===== config.mk =====
export PLATFORM = sky130hd
export DESIGN_NAME = ahb_lite_initiator
export DESIGN_NICKNAME = d
export VERILOG_FILES = /design/src/rtl/ahb_lite_initiator.sv
export SDC_FILE = /design/constraint.sdc
export NUM_CORES = 1
export LEC_CHECK = 0
export CAP_MARGIN = 20
export CORE_UTILIZATION = 46
export DETAILED_ROUTE_END_ITERATION = 6
export PLACE_DENSITY_LB_ADDON = 0.2
export SETUP_SLACK_MARGIN = 0.05
export SLEW_MARGIN = 20
export SYNTH_ARGS = -nofsm -noshare
export SYNTH_HDL_FRONTEND = slang
export SYNTH_SLANG_ARGS = --single-unit

===== constraint.sdc =====
create_clock -name hclk -period 11.2 [get_ports hclk]
set_input_delay 2.24 -clock hclk [delete_from_list [all_inputs] [get_ports hclk]]
set_output_delay 2.24 -clock hclk [all_outputs]
set_load 0.1 [all_outputs]

===== src/rtl/ahb_lite_initiator.sv =====
// AHB-Lite initiator: turns a valid/ready command stream into pipelined single-beat AHB transfers.
// Define AHB_INITIATOR_ARB_EN to enable the hbusreq/hgrant arbitration FSM.
module ahb_lite_initiator #(
  parameter int ADDR_WIDTH = 32,
  parameter int DATA_WIDTH = 32
) (
  input  logic                  hclk,
  input  logic                  hreset,
  input  logic                  cmd_valid,
  output logic                  cmd_ready,
  input  logic                  cmd_write,
  input  logic [ADDR_WIDTH-1:0] cmd_addr,
  input  logic [2:0]            cmd_size,
  input  logic [DATA_WIDTH-1:0] cmd_wdata,
  output logic                  rsp_valid,
  output logic [DATA_WIDTH-1:0] rsp_rdata,
  output logic                  rsp_err,
  output logic [ADDR_WIDTH-1:0] haddr,
  output logic                  hwrite,
  output logic [2:0]            hsize,
  output logic [2:0]            hburst,
  output logic [3:0]            hprot,
  output logic [1:0]            htrans,
  output logic [DATA_WIDTH-1:0] hwdata,
  output logic                  hbusreq,
  output logic                  hlock,
  input  logic                  hready,
  input  logic [1:0]            hresp,
  input  logic [DATA_WIDTH-1:0] hrdata,
  input  logic                  hgrant
);

  localparam logic [1:0] HRESP_OKAY   = 2'b00;
  localparam logic [1:0] HRESP_ERROR  = 2'b01;
  localparam logic [1:0] HTRANS_IDLE  = 2'b00;
  localparam logic [1:0] HTRANS_NSEQ  = 2'b10;

  // A: address phase, D: data phase, R: transfer parked behind a retried beat
  logic                  a_valid_reg, d_valid_reg, r_valid_reg;
  logic                  a_write_reg, d_write_reg, r_write_reg;
  logic [ADDR_WIDTH-1:0] a_addr_reg,  d_addr_reg,  r_addr_reg;
  logic [2:0]            a_size_reg,  d_size_reg,  r_size_reg;
  logic [DATA_WIDTH-1:0] a_wdata_reg, d_wdata_reg, r_wdata_reg;
  logic                  hold_reg;
  logic                  rsp_valid_reg, rsp_err_reg;
  logic [DATA_WIDTH-1:0] rsp_rdata_reg;

  logic owned;
  logic granted;
  logic issue;
  logic a_adv;
  logic d_done;
  logic d_fail;
  logic d_retry;
  logic accept;

`ifdef AHB_INITIATOR_ARB_EN
  typedef enum logic [1:0] {
    ARB_IDLE = 2'b00,
    ARB_REQ  = 2'b01,
    ARB_OWN  = 2'b10
  } arb_state_t;

  arb_state_t state_reg, state_next;
  logic       work;
  logic       busreq_next;

  assign work = cmd_valid | a_valid_reg | d_valid_reg | r_valid_reg;

  always_ff @(posedge hclk or posedge hreset) begin
    if (hreset) state_reg <= ARB_IDLE;
    else        state_reg <= state_next;
  end

  always_comb begin
    state_next  = state_reg;
    busreq_next = 1'b0;
    case (state_reg)
      ARB_IDLE: begin
        if (work) state_next = ARB_REQ;
      end
      ARB_REQ: begin
        busreq_next = 1'b1;
        if (hgrant && hready) state_next = ARB_OWN;
      end
      ARB_OWN: begin
        busreq_next = work;
        if (!work)                 state_next = ARB_IDLE;
        else if (hready && !hgrant) state_next = ARB_REQ;
      end
      default: state_next = ARB_IDLE;
    endcase
  end

  assign hbusreq = busreq_next;
  assign owned   = (state_reg == ARB_OWN);
  assign granted = owned && hgrant;
`else
  // Bus is permanently requested; this flag also keeps cmd_ready low during reset
  logic live_reg;
  logic unused_hgrant;

  always_ff @(posedge hclk or posedge hreset) begin
    if (hreset) live_reg <= 1'b0;
    else        live_reg <= 1'b1;
  end

  assign unused_hgrant = hgrant;
  assign hbusreq       = live_reg;
  assign owned         = live_reg;
  assign granted       = live_reg;
`endif

  assign d_done  = d_valid_reg && hready;
  assign d_fail  = d_done && (hresp != HRESP_OKAY);
  assign d_retry = d_fail && hresp[1];
  assign issue   = a_valid_reg && !hold_reg && owned;
  assign a_adv   = issue && hready && !d_fail;

  assign cmd_ready = granted && !hold_reg && !r_valid_reg && (!a_valid_reg || hready);
  assign accept    = cmd_valid && cmd_ready;

  always_ff @(posedge hclk or posedge hreset) begin
    if (hreset) begin
      a_valid_reg   <= 1'b0;
      a_write_reg   <= 1'b0;
      a_addr_reg    <= '0;
      a_size_reg    <= '0;
      a_wdata_reg   <= '0;
      d_valid_reg   <= 1'b0;
      d_write_reg   <= 1'b0;
      d_addr_reg    <= '0;
      d_size_reg    <= '0;
      d_wdata_reg   <= '0;
      r_valid_reg   <= 1'b0;
      r_write_reg   <= 1'b0;
      r_addr_reg    <= '0;
      r_size_reg    <= '0;
      r_wdata_reg   <= '0;
      hold_reg      <= 1'b0;
      rsp_valid_reg <= 1'b0;
      rsp_err_reg   <= 1'b0;
      rsp_rdata_reg <= '0;
    end else begin
      if (d_done) d_valid_reg <= 1'b0;

      if (d_retry) begin
        // Retried beat goes back to the address phase; any queued A waits in R
        a_valid_reg <= 1'b1;
        a_write_reg <= d_write_reg;
        a_addr_reg  <= d_addr_reg;
        a_size_reg  <= d_size_reg;
        a_wdata_reg <= d_wdata_reg;
        r_valid_reg <= a_valid_reg;
        r_write_reg <= a_write_reg;
        r_addr_reg  <= a_addr_reg;
        r_size_reg  <= a_size_reg;
        r_wdata_reg <= a_wdata_reg;
      end else if (a_adv) begin
        d_valid_reg <= 1'b1;
        d_write_reg <= a_write_reg;
        d_addr_reg  <= a_addr_reg;
        d_size_reg  <= a_size_reg;
        d_wdata_reg <= a_wdata_reg;
        if (r_valid_reg) begin
          r_valid_reg <= 1'b0;
          a_write_reg <= r_write_reg;
          a_addr_reg  <= r_addr_reg;
          a_size_reg  <= r_size_reg;
          a_wdata_reg <= r_wdata_reg;
        end else if (accept) begin
          a_write_reg <= cmd_write;
          a_addr_reg  <= cmd_addr;
          a_size_reg  <= cmd_size;
          a_wdata_reg <= cmd_wdata;
        end else begin
          a_valid_reg <= 1'b0;
        end
      end else if (accept) begin
        a_valid_reg <= 1'b1;
        a_write_reg <= cmd_write;
        a_addr_reg  <= cmd_addr;
        a_size_reg  <= cmd_size;
        a_wdata_reg <= cmd_wdata;
      end

      // First cycle of a two-cycle response cancels the pending address phase
      if (d_fail)
        hold_reg <= 1'b0;
      else if (d_valid_reg && !hready && (hresp != HRESP_OKAY))
        hold_reg <= 1'b1;

      rsp_valid_reg <= d_done && !d_retry;
      if (d_done && !d_retry) begin
        rsp_err_reg   <= (hresp == HRESP_ERROR);
        rsp_rdata_reg <= d_write_reg ? '0 : hrdata;
      end
    end
  end

  assign htrans    = issue ? HTRANS_NSEQ : HTRANS_IDLE;
  assign haddr     = a_addr_reg;
  assign hwrite    = a_write_reg;
  assign hsize     = a_size_reg;
  assign hburst    = 3'b000;
  assign hprot     = 4'b0011;
  assign hlock     = 1'b0;
  assign hwdata    = d_wdata_reg;
  assign rsp_valid = rsp_valid_reg;
  assign rsp_err   = rsp_err_reg;
  assign rsp_rdata = rsp_rdata_reg;

endmodule


==> reports/metrics.yaml, run 1 <==
outcome:
  status: "finished, final reports clean"
sta:
  slew_violations: 0
  slew_headroom_pct: 26.24
  fin_setup_tns_ns: 0
  finalCritPeriodShare_pct: 58.91
  holdWs_ns: 0.4726
  tightest_slew_ns: 1.106
  fin_crit_ns: 6.598
  setup_violations: 0
  rsz0062_at_grt: "false"
  hold_violations: 0
  skew_ns: 0.01166
  max_freq_mhz: 151.6
synth:
  yosysSeqAreaShare_pct: 60.19
  netlist_instances: 917
  netlist.area_leader.share_pct: 60.19
  syn_area_per_cell_um2: 11.02
  syn_area_mm2: 0.01010
  async_flop_share_pct: 100.0
  synth-main-ff-cell: "dfrtp_1"
  yosysTopAreaCell: "dfrtp_1"
  synth_cell_types: 29
  ys_warn_count: 0
  ys_seq_elements: 243
  synthTopCellsByArea: "dfrtp_1 (60%), nand2_1 (8.9%), mux2_2 (7.7%), mux2i_1 (6.7%), o22ai_1 (4.1%)"
  synth_edf_count: 0
critical_path:
  crit_path_end_kind: "output port"
  start_kind: "input port"
  r2r_start: "d_valid_reg"
  critPathKind: "in2out"
  crit_required_ns: 8.96
  cp-startpoint: "hready"
  arrival_ns: 4.36
  worstPathMaxFanout: 7
detailed_routing:
  drc: 0
  wirelength_um: 23630
  first_pass_iters: 4
  via_per_inst: 5.259
  dr_total_vias: 7321
  wl_per_cell_um: 16.97
  ant_nets: 0
  dr.first_iter.drc_count: 316
cells_and_area:
  postLayoutCoreUtil_pct: 61.93
  n_antenna_cell: 0
  fillers: 1782
  area_growth_pct: 30.49
  final_common_cell: "dfrtp_1"
  drive_above_1_share_pct: 11.10
  mostFrequentLayoutCells: "dfrtp_1 (243), nand2_1 (239), clkdlybuf4s50_1 (210)"
  nets: 1207
  seqCellArea_mm2: 0.006081
  multiInputGateArea_mm2: 0.003687
cts:
  cts_hold_buf: 0
  cts_resized: 0
  cts.sink_count: 243
  cts_buffers: 26
  htreeDepth: 1
  cts_tree: "yes"
  clockRootBuffer: "clkbuf_16"
  clk_latency_ns: 0.52
  post_cts_buffers: 0
  clkTransAtPathRegs_ns: 0.06
  clockBufferDepth: 3
floorplanning:
  core_area_mm2: 0.02129
  die_h_um: 150.2
  io_pins: 221
  die_w_um: 150.2
  start_util_pct: 47.46
  row_count: 53
  die-area_mm2: 0.02256
global_routing:
  grt-ovfl-total: 0
  grt_usage_pct: 21.03
  grt_max_degree: 130
  grt_pass1_vias: 7162
  antenna_found_initial: 0
  grt_pass1_wl_um: 37840
hold_path:
  hold_path.class: "reg2reg"
  hp-start: "r_addr_reg[16]"
flow_run:
  drv_cap: 0
placement:
  place_hpwl_um: 13880
  gp_congestion: 0.7420
  port_buffers: 210
## critical path, cell delays in order
cell and delay, ns:
clkdlybuf4s50_1 0.62, nor2b_1 0.11, nor3b_1 0.18, clkdlybuf4s50_1 1.19
## layer usage
metal | global-route usage (%) | vias to the layer above | share of wire (%)
met5 | 0 | - | 0
met4 | 4.747 | 0 | 1.6
met3 | 4.606 | 30 | 6.4
met2 | 33.89 | 186 | 47
met1 | 29.12 | 3626 | 45
li1 | - | 3479 | -
## cell families (layout without fill, tap and decap cells)
kind of cell	after synthesis	count (layout)	synth area share (%)
and+or+nand+nor	286	286	11.79
DFF	243	243	60.19
other	2	10	0.07433
buffers and inverters	76	268	4.037
muxes	137	137	14.43
AOI/OAI and AO/OA	173	173	9.486
## synthesized netlist by cell type, types with 2 or more instances
cell / count
mux2i_1: 68
nor2_1: 2
inv_1: 3
conb_1: 2
and2_1: 3
o22ai_1: 67
clkbuf_1: 35
dfrtp_1: 243
buf_1: 3
buf_6: 5
and3_1: 2
mux2_2: 69
o21ai_0: 35
nor2b_1: 2
a21oi_1: 67
nand2b_1: 32
nand2_1: 239
buf_4: 19
buf_2: 11
## path summary, 6_finish.rpt
check	slack, ns	depth (start not counted)	endpoint
worst max-delay path	4.60	4	cmd_ready
worst min-delay path	0.47	2	r_addr_reg[16]
worst max register to register	8.69	5	a_wdata_reg[1]
worst min register to register	0.47	2	r_addr_reg[16]
max in group asynchronous	7.59	3	hwdata[7]
min in group asynchronous	2.33	2	d_addr_reg[5]
## metrics by stage
stage | instance area, um2 | worst slack, ns | cells
floorplan | 10130 | 2.287 | 925
global placement | 12310 | 4.595 | 1347
detailed placement | 12310 | 4.585 | 1347
CTS | 13180 | 4.596 | 1392
global route | 13180 | 4.558 | 1392
finish | 13180 | 4.602 | 1392
## cell type report
class,count,area share [%]
Clock buffer,40,6.026
Clock inverter,5,0.6169
Inverter,3,0.1424
Sequential cell,243,46.12
Tap cell,275,2.610
Multi-Input combinational cell,606,27.97
Timing Repair Buffer,220,16.51
Power of run 1 is not shown: default switching activity piles up to over one toggle a cycle in this logic, so the estimate is an artifact.
==> inputs of run 2 (changes only) <==
==> constraint.sdc (replaced) <==
create_clock -name hclk -period 5.7 [get_ports hclk]
set_input_delay 1.14 -clock hclk [delete_from_list [all_inputs] [get_ports hclk]]
set_output_delay 1.14 -clock hclk [all_outputs]
set_load 0.1 [all_outputs]
==> run 2 against run 1 <==
  * Critical path depth decreased by 1
  * Count of clock-buffer cells in the layout fell by 1
  * Wire length up 0.87%
  * Flip-flop and latch count stayed put
  * Non-clock buffer count up 2
  * Die area unchanged
  * First-iteration DRC count increased by 3.8%
  * Core utilization up 0.24 points
  * Register-to-register slack lost 5.4 ns
  * Clock skew is 0.0060 ns lower
  * Cell area increased by 0.39%
  * Largest cell class unchanged
==> reports/metrics.yaml, run 2 (same netlist as run 1, synthesis figures left out) <==
outcome:
  status: "finished, final reports clean"
critical_path:
  start_kind: "flip-flop"
  cp-endpoint: "htrans[1]"
  r2r_slack_ns: 3.25
  crit_path_end_kind: "output port"
  worstPathMaxFanout: 5
  crit_required_ns: 4.56
  r2r-end: "d_addr_reg[15]"
  cp-startpoint: "hold_reg"
  arrival_ns: 2.65
  worstRegToRegCells: 4
  critPathKind: "reg2out"
  r2r_start: "hold_reg"
floorplanning:
  die_h_um: 150.2
  io_pins: 221
  start_util_pct: 47.46
  die-area_mm2: 0.02256
  row_count: 53
  die_w_um: 150.2
  core_area_mm2: 0.02129
placement:
  dpl.cell_count: 1349
  gp_congestion: 0.7274
  port_buffers: 210
  place_hpwl_um: 13980
  dp_slack_ns: 1.993
global_routing:
  grt_usage_pct: 21.56
  grt_max_degree: 155
  grt_pass1_vias: 7335
  grt_pass1_wl_um: 38520
  grt-ovfl-total: 0
  antenna_found_initial: 1
flow_run:
  drv_cap: 0
sta:
  fin_crit_ns: 3.786
  slew_headroom_pct: 27.52
  worst_slack_ns: 1.914
  rsz0062_at_grt: "false"
  hold_violations: 0
  skew_ns: 0.005668
  finalCritPeriodShare_pct: 66.43
  max_freq_mhz: 264.1
  slew_violations: 0
  setup_violations: 0
  fin_setup_tns_ns: 0
  holdWs_ns: 0.4734
  tightest_slew_ns: 1.087
cells_and_area:
  drive_above_1_share_pct: 11.71
  nets: 1209
  stdcell_count: 1395
  mostFrequentLayoutCells: "dfrtp_1 (243), nand2_1 (239), clkdlybuf4s50_1 (209)"
  area_growth_pct: 31.00
  final_common_cell: "dfrtp_1"
detailed_routing:
  via_per_inst: 5.269
  drc: 0
  first_pass_iters: 4
  dr.first_iter.drc_count: 328
  dr_total_vias: 7350
  wirelength_um: 23840
  wl_per_cell_um: 17.09
  ant_nets: 0
cts:
  cts_buffers: 26
  clk_latency_ns: 0.52
  clockRootBuffer: "clkbuf_16"
  cts_resized: 0
  cts_hold_buf: 0
  clkTransAtPathRegs_ns: 0.06
  cts.sink_count: 243
  cts_tree: "yes"
  clockBufferDepth: 3
  post_cts_buffers: 0
  htreeDepth: 1
hold_path:
  hold_path.class: "reg2reg"
[run 2: cell count changes in the layout (fill, tap and decap cells not counted)]
cell,change
clkbuf_1,-4
clkinv_2,+1
inv_8,-2
clkinvlp_4,+2
buf_12,+1
clkbuf_8,+3
diode_2,+1
clkdlybuf4s50_1,-1
buf_4,+2
[run 2: per-stage QoR]
stage                     utilization (%)  area (um2)
after detailed placement            57.92       12330
after floorplan                         -       10140
final                               62.18       13240
after CTS                           62.16       13230
after global routing                62.18       13240
after global placement              57.92       12330
[run 2: critical path, cell delays in order, from the launching register on]
cell and delay, ns:
dfrtp_1 0.38, nor2b_1 0.36, and2_1 0.19, clkdlybuf4s50_1 1.19
[run 2: layout make-up]
type / count / area [um2]
Clock inverter: 6 / 82.58
Sequential cell: 243 / 6081
Antenna cell: 1 / 2.502
Fill cell: 1711 / 8051
Timing Repair Buffer: 222 / 2202
Clock buffer: 39 / 820.8
Inverter: 3 / 15.01
Multi-Input combinational cell: 606 / 3687
Tap cell: 275 / 344.1
[run 2: worst min path at each step]
stage               cells after the start  slack [ns]            start               to
floorplan                               2        0.45   r_wdata_reg[0]   r_wdata_reg[0]
global placement                        2        0.46    r_addr_reg[2]    r_addr_reg[2]
detailed placement                      2        0.46  r_wdata_reg[19]  r_wdata_reg[19]
CTS                                     2        0.48   r_addr_reg[19]   r_addr_reg[19]
global route                            2        0.49   r_addr_reg[17]   r_addr_reg[17]
finish                                  2        0.47   r_addr_reg[17]   r_addr_reg[17]
[run 2: metal layers]
metal,vias to the layer above,share of wire [%],GRT usage [%]
li1,3479,-,-
met1,3630,45,29.91
met2,205,47,35.00
met3,36,6.1,4.212
met4,0,1.8,5.051
met5,-,0,0
Power of run 2 is left out for the same reason.
==> inputs of run 3 (changes only) <==
==> constraint.sdc (replaced) <==
create_clock -name hclk -period 3.75 [get_ports hclk]
set_input_delay 0.75 -clock hclk [delete_from_list [all_inputs] [get_ports hclk]]
set_output_delay 0.75 -clock hclk [all_outputs]
set_load 0.1 [all_outputs]
==> run 3 against run 2 <==
  * Non-clock buffer count rose by 4
  * Final cell count rose by 0.14%
  * Core utilization fell by 0.11 points
  * Wire length fell by 1.9%
  * Setup slack got worse by 1.0 ns
  * Die area did not move
  * Largest cell class unchanged
==> reports/metrics.yaml, run 3 (same netlist as run 1, synthesis figures left out) <==
cells_and_area:
  mostFrequentLayoutCells: "dfrtp_1 (243), nand2_1 (239), clkdlybuf4s50_1 (208)"
  area_growth_pct: 30.77
  final_common_cell: "dfrtp_1"
  postLayoutCoreUtil_pct: 62.07
  final_area_mm2: 0.01321
  fillers: 1743
  nets: 1212
  n_antenna_cell: 0
  drive_above_1_share_pct: 11.68
floorplanning:
  core_area_mm2: 0.02129
  die_h_um: 150.2
  die_w_um: 150.2
  row_count: 53
  die-area_mm2: 0.02256
  io_pins: 221
  start_util_pct: 47.46
hold_path:
  min_to: "r_addr_reg[25]"
  hold_path.class: "reg2reg"
  hp-start: "r_addr_reg[25]"
  whs_path_depth: 2
cts:
  clockBufferDepth: 3
  clk_latency_ns: 0.51
  cts_resized: 0
  cts_buffers: 25
  htreeDepth: 1
  clkTransAtPathRegs_ns: 0.06
  post_cts_buffers: 0
  cts_hold_buf: 0
  cts_tree: "yes"
  clockRootBuffer: "clkbuf_16"
  cts.sink_count: 243
global_routing:
  grt_pass1_wl_um: 37950
  grt_max_degree: 88
  antenna_found_initial: 0
  grt_pass1_vias: 7303
  grt-ovfl-total: 0
  grt_usage_pct: 21.18
critical_path:
  crit_buf_inv: 1
  cp_slowest_stage_delay_ns: 1.19
  critPathKind: "reg2out"
  cp_slowest_cell: "clkdlybuf4s50_1"
  r2r_slack_ns: 1.68
  arrival_ns: 2.09
  r2r_start: "hold_reg"
  crit_path_end_kind: "output port"
  r2r-end: "hwdata[4]"
  start_kind: "flip-flop"
  crit_family: "buffers and inverters"
  crit_required_ns: 3.00
  crit_chain: "clkdlybuf4s50_1"
  worstPathMaxFanout: 4
  worstRegToRegCells: 4
sta:
  max_freq_mhz: 351.9
  rsz0062_at_grt: "false"
  finalCritPeriodShare_pct: 75.77
  slew_violations: 0
  hold_violations: 0
  slew_headroom_pct: 28.80
  fin_crit_ns: 2.842
  skew_ns: 0.008099
  setup_violations: 0
  tightest_slew_ns: 1.065
detailed_routing:
  via_per_inst: 5.271
  ant_nets: 0
  drc: 0
  wirelength_um: 23390
  dr_total_vias: 7363
  first_pass_iters: 4
  dr.first_iter.drc_count: 256
  wl_per_cell_um: 16.74
placement:
  gp_congestion: 0.7325
  placed_cell_area_mm2: 0.01244
  place_hpwl_um: 14320
  port_buffers: 210
outcome:
  status: "finished, final reports clean"
flow_run:
  drv_cap: 0
## run 3: how the worst max path moves through the flow
stage / startpoint / to / slack (ns) / cells past startpoint
final: haddr[31] / haddr[31] / 0.91 / 1
after global routing: haddr[23] / haddr[23] / 0.84 / 1
after CTS: haddr[22] / haddr[22] / 0.88 / 1
after detailed placement: hresp[1] / hwdata[10] / 0.86 / 5
after global placement: hready / hwdata[8] / 0.88 / 5
after floorplan: hreset / a_valid_reg / -0.19 / 1
## run 3: area by class of cell
type / count / area, um2 / area share [%]
Timing Repair Buffer: 226 / 2305 / 17.44
Tap cell: 275 / 344.1 / 2.604
Clock inverter: 8 / 68.82 / 0.5208
Clock buffer: 36 / 706.9 / 5.350
Sequential cell: 243 / 6081 / 46.02
Inverter: 3 / 15.01 / 0.1136
Multi-Input combinational cell: 606 / 3692 / 27.95
## run 3: metrics by stage
| step | hold slack [ns] | std cells | worst slack, ns | TNS, ns |
|---|---|---|---|---|
| detailed placement | 0.4640 | 1353 | 0.8603 | 0 |
| floorplan | 0.4466 | 925 | -0.1898 | -46.12 |
| finish | 0.4736 | 1397 | 0.9085 | 0 |
| global route | 0.4956 | 1397 | 0.8371 | 0 |
| CTS | 0.4787 | 1397 | 0.8767 | 0 |
| global placement | 0.4584 | 1353 | 0.8838 | 0 |
## run 3: metal layers
metal	GRT usage, %	routed length, um	part of all wire [%]
met4	4.899	410	1.8
met3	4.424	1523	6.5
met5	0	0	0
met2	34.63	11010	47
met1	29.01	10440	45
Power of run 3 is left out for the same reason.
